$ cat src/rtl/serial_adder_ctrl.sv
// Bit-serial adder controller: one full-adder slice built from two half-adder
// cells is reused WIDTH times to add two operands LSB-first, one bit per clock.
module serial_adder_ctrl #(
  parameter int unsigned WIDTH = 8
) (
  input  logic             clk,
  input  logic             rst_n,
  input  logic             start_valid,
  output logic             start_ready,
  input  logic [WIDTH-1:0] op_a,
  input  logic [WIDTH-1:0] op_b,
  input  logic             carry_in,
  output logic             res_valid,
  input  logic             res_ready,
  output logic [WIDTH-1:0] result,
  output logic             carry_out,
  output logic             busy
);

  localparam int unsigned CW = $clog2(WIDTH + 1);

  typedef enum logic [1:0] {
    S_IDLE = 2'd0,
    S_RUN  = 2'd1,
    S_DONE = 2'd2
  } state_t;

  state_t           r_state;
  state_t           w_state_nxt;
  logic [WIDTH-1:0] r_shift_a;
  logic [WIDTH-1:0] r_shift_b;
  logic [WIDTH-1:0] r_result;
  logic             r_carry;
  logic [CW-1:0]    r_cnt;

  logic             w_s1;
  logic             w_c1;
  logic             w_sum;
  logic             w_c2;
  logic             w_carry_nxt;
  logic             w_load;
  logic             w_step;
  logic             w_last;
  logic [WIDTH-1:0] w_sum_vec;

  // Half-adder cell 1 on the operand bits, cell 2 folds in the running carry.
  assign w_s1        = r_shift_a[0] ^ r_shift_b[0];
  assign w_c1        = r_shift_a[0] & r_shift_b[0];
  assign w_sum       = w_s1 ^ r_carry;
  assign w_c2        = w_s1 & r_carry;
  assign w_carry_nxt = w_c1 | w_c2;

  assign w_load    = start_valid && (r_state == S_IDLE);
  assign w_step    = (r_state == S_RUN);
  assign w_last    = (r_cnt == CW'(WIDTH - 1));
  assign w_sum_vec = WIDTH'(w_sum);

  always_ff @(posedge clk or negedge rst_n) begin
    if (!rst_n) begin
      r_state <= S_IDLE;
    end else begin
      r_state <= w_state_nxt;
    end
  end

  always_comb begin
    w_state_nxt = r_state;
    unique case (r_state)
      S_IDLE: if (start_valid) w_state_nxt = S_RUN;
      S_RUN:  if (w_last)      w_state_nxt = S_DONE;
      S_DONE: if (res_ready)   w_state_nxt = S_IDLE;
      default:                 w_state_nxt = S_IDLE;
    endcase
  end

  // Sum bits enter at the MSB and walk right; shift-based insert keeps WIDTH=1 legal.
  always_ff @(posedge clk or negedge rst_n) begin
    if (!rst_n) begin
      r_shift_a <= '0;
      r_shift_b <= '0;
      r_result  <= '0;
      r_carry   <= 1'b0;
      r_cnt     <= '0;
    end else if (w_load) begin
      r_shift_a <= op_a;
      r_shift_b <= op_b;
      r_result  <= '0;
      r_carry   <= carry_in;
      r_cnt     <= '0;
    end else if (w_step) begin
      r_shift_a <= r_shift_a >> 1;
      r_shift_b <= r_shift_b >> 1;
      r_result  <= (r_result >> 1) | (w_sum_vec << (WIDTH - 1));
      r_carry   <= w_carry_nxt;
      r_cnt     <= r_cnt + CW'(1);
    end
  end

  assign start_ready = (r_state == S_IDLE);
  assign res_valid   = (r_state == S_DONE);
  assign busy        = (r_state == S_RUN) || (r_state == S_DONE);
  assign result      = r_result;
  assign carry_out   = r_carry;

endmodule

$ cat config.mk
export PLATFORM = sky130hd
export DESIGN_NAME = serial_adder_ctrl
export DESIGN_NICKNAME = d
export VERILOG_FILES = /design/src/rtl/serial_adder_ctrl.sv
export SDC_FILE = /design/constraint.sdc
export NUM_CORES = 1
export LEC_CHECK = 0
export CAP_MARGIN = 10
export CORE_UTILIZATION = 53
export DETAILED_ROUTE_END_ITERATION = 7
export PLACE_DENSITY = 0.89
export SLEW_MARGIN = 10
export SYNTH_ARGS = -nofsm -noshare
export SYNTH_HDL_FRONTEND = slang
export SYNTH_SLANG_ARGS = --single-unit
$ cat constraint.sdc
create_clock -name clk -period 2.6 [get_ports clk]
set_clock_uncertainty 0.05 [all_clocks]
set_input_delay 0.52 -clock clk [delete_from_list [all_inputs] [get_ports clk]]
set_output_delay 0.52 -clock clk [all_outputs]
set_load 0.03 [all_outputs]
==> results of run 1 <==
-- Yosys cell counts (all sizes together) --
cell    instances  area share
buf             6       0.023
fa              1       0.014
nand4           1      0.0043
nand2          18       0.047
clkbuf          2      0.0052
and2            1      0.0043
dfrtp          31        0.54
o21ai          17       0.059
ha              5       0.043
a222oi          1      0.0069
nor2           12       0.031
inv             4       0.010
nand2b          2      0.0087
mux2i          24        0.17
xnor2           1      0.0061
nand3b          1      0.0052
xor2            2       0.012
mux2            2       0.016
-- sequential cells by signal, indices dropped and copies added, names as in the netlist --
signal     cells
r_shift_b      8
result         8
carry_out      1
r_state        2
r_cnt          4
r_shift_a      8
-- kinds of logic after synthesis --
kind of cell	synth area share
xor gates and xnor gates	0.01822
buffers and inverters	0.03816
muxes	0.1821
AOI/OAI and AO/OA	0.06591
and+or+nand+nor	0.1006
adders and majority gates	0.05724
DFF	0.5377
-- critical path, stage by stage (launching register included) --
cell and delay, ns:
dfrtp_1 0.42, inv_1 0.10, ha_1 0.22, clkdlybuf4s50_1 0.69
-- metal layers --
layer  up-vias  share of wire  GRT usage
met3         4          0.041    0.06497
met2        25           0.50     0.3455
met4         0         0.0096    0.07692
li1        513              -          -
met5         -              0          0
met1       478           0.44     0.2587
-- final cells by class --
| class | instances | area [um2] |
|---|---|---|
| flip-flops and latches | 31 | 775.7 |
| fillers | 191 | 663.1 |
| multi-input cells | 88 | 611.8 |
| repair buffers | 36 | 350.3 |
| clock buffers | 8 | 68.82 |
| well taps | 30 | 37.54 |
| inverters | 4 | 15.01 |
-- stage by stage --
step | power, uW | utilization | std cells
2_1_floorplan | 1549 | - | 131
3_3_place_gp | 1794 | 0.7098 | 189
3_5_place_dp | 1852 | 0.7098 | 189
4_1_cts | 2171 | 0.7371 | 197
5_1_grt | 2303 | 0.7371 | 197
6_report | 2148 | 0.7371 | 197
-- report_power, final --
| group | leakage (uW) | internal, uW | switching, uW | total, uW |
|---|---|---|---|---|
| registers | 0.000399 | 687 | 135 | 821 |
| clock network | 0.0000386 | 159 | 153 | 312 |
| logic | 0.000403 | 468 | 546 | 1010 |
-- worst max-delay path by stage --
stage                   to       start  slack, ns
6_report       start_ready  r_state[0]       0.28
5_1_grt        start_ready  r_state[1]       0.20
4_1_cts        start_ready  r_state[0]       0.27
3_5_place_dp    r_state[0]   res_ready       0.58
3_3_place_gp    r_state[0]   res_ready       0.64
2_1_floorplan    carry_out  r_state[0]       0.87
==> run metrics, run 1 <==
antenna violations before repair=0; crit path time final=2.321 ns; RSZ-0062 raised after global routing=false; final cell area excluding filler cells=0.001859 mm2; TritonCTS clock tree=built; Worst Tran Pin Value=0.4399 ns; Peak VDD IR=866.4 uV; Layout area overhead=28.88%; share of layout cells above drive strength 1=0.07784; Endpoint, Worst Hold=result[0]; vias per cell=5.178; via count=1,020; Die H=54.17 um; clk_lat worst skew=0.32 ns; Starting DRT DRC Count=19; root buf cell=clkbuf_4; most frequent cells in the layout=32 x clkdlybuf4s50_1, 31 x dfrtp_1, 24 x mux2i_1, 18 x nand2_1, 17 x o21ai_0; Max Cap Viol=0; postcts setup bufs=0; synthesized area=0.001443 mm2; core box area=0.002522 mm2; layout net count=193; vias in the first global route=975; post_cts resized=0; reg2reg end=r_state[1]; WHS Path Cells=2; setup violators final=0; CTS buffer count=5; CP endpoint kind=output pin; Hold Startpoint=result[0]; dpl cell area=0.001790 mm2; Crit Path Class=reg -> out; final slew viol count=0; Hold Path Class=reg -> reg; Hold Vio Cnt, Final=0; Seq cells post-synth=31; clk slew on worst S/H paths=0.09 ns; max frequency=430.8 MHz; worst-path maximum fanout=4; reg-to-reg critical path startpoint=r_state[0]; commonest non-fill, non-tap cell in the layout=clkdlybuf4s50_1; hold buffer count at CTS=0; Avg Inst Size Synth=11.01 um2; yosys warns=0; Setup TNS Final=0 ns; Clock Sink Count=31; Ports=33; n_diodes=0; power per cell area=1155 mW/mm2; drc violations=0; sequential element share of the synthesized area=0.5377; Fin Hold WS=0.4776 ns; Post-DP HPWL=1.811 mm; Routed Antenna Nets=0; R2R setup slack=0.91 ns; GRT Residual Overflow=0; routability cong.=0.7150; final worst slack=0.2786 ns; Lkg Pwr=0.0008411 uW; H-tree depth=2; wire length per cell=13.16 um; Worst R2R Path Depth=4; largest net degree at the start of global routing=32; global-route usage over all layers=0.2104; Unique masters post-synth=19; Die Width=54.17 um; Rel. slew slack=0.7067; Cells after Synth=131; CP required=2.03 ns; row count=18; first-pass GRT wire length=4.257 mm; Startpoint Class=flip-flop; port buffer count=32; dpl ws=0.5783 ns; Initial Util=0.5719; syn nets=158; clock buffer depth=2; drt total wl=2.592 mm; Worst EP arrival=1.75 ns; DR pass1 iterations=4; Die ar.=0.002934 mm2; final worst path period share=0.8928; status=finished clean
No activity file was read; power rests on OpenSTA's default activity.
==> run 2: changes to the inputs <==
--- a/config.mk
+++ b/config.mk
@@ -7,7 +7,9 @@
 export LEC_CHECK = 0
 export CAP_MARGIN = 10
 export CORE_UTILIZATION = 53
+export CTS_CLUSTER_DIAMETER = 100
 export DETAILED_ROUTE_END_ITERATION = 7
+export GPL_ROUTABILITY_DRIVEN = 0
 export PLACE_DENSITY = 0.89
 export SLEW_MARGIN = 10
 export SYNTH_ARGS = -nofsm -noshare
==> results of run 2 <==
No change in the layout: final DEF, timing and power equal those of run 1.
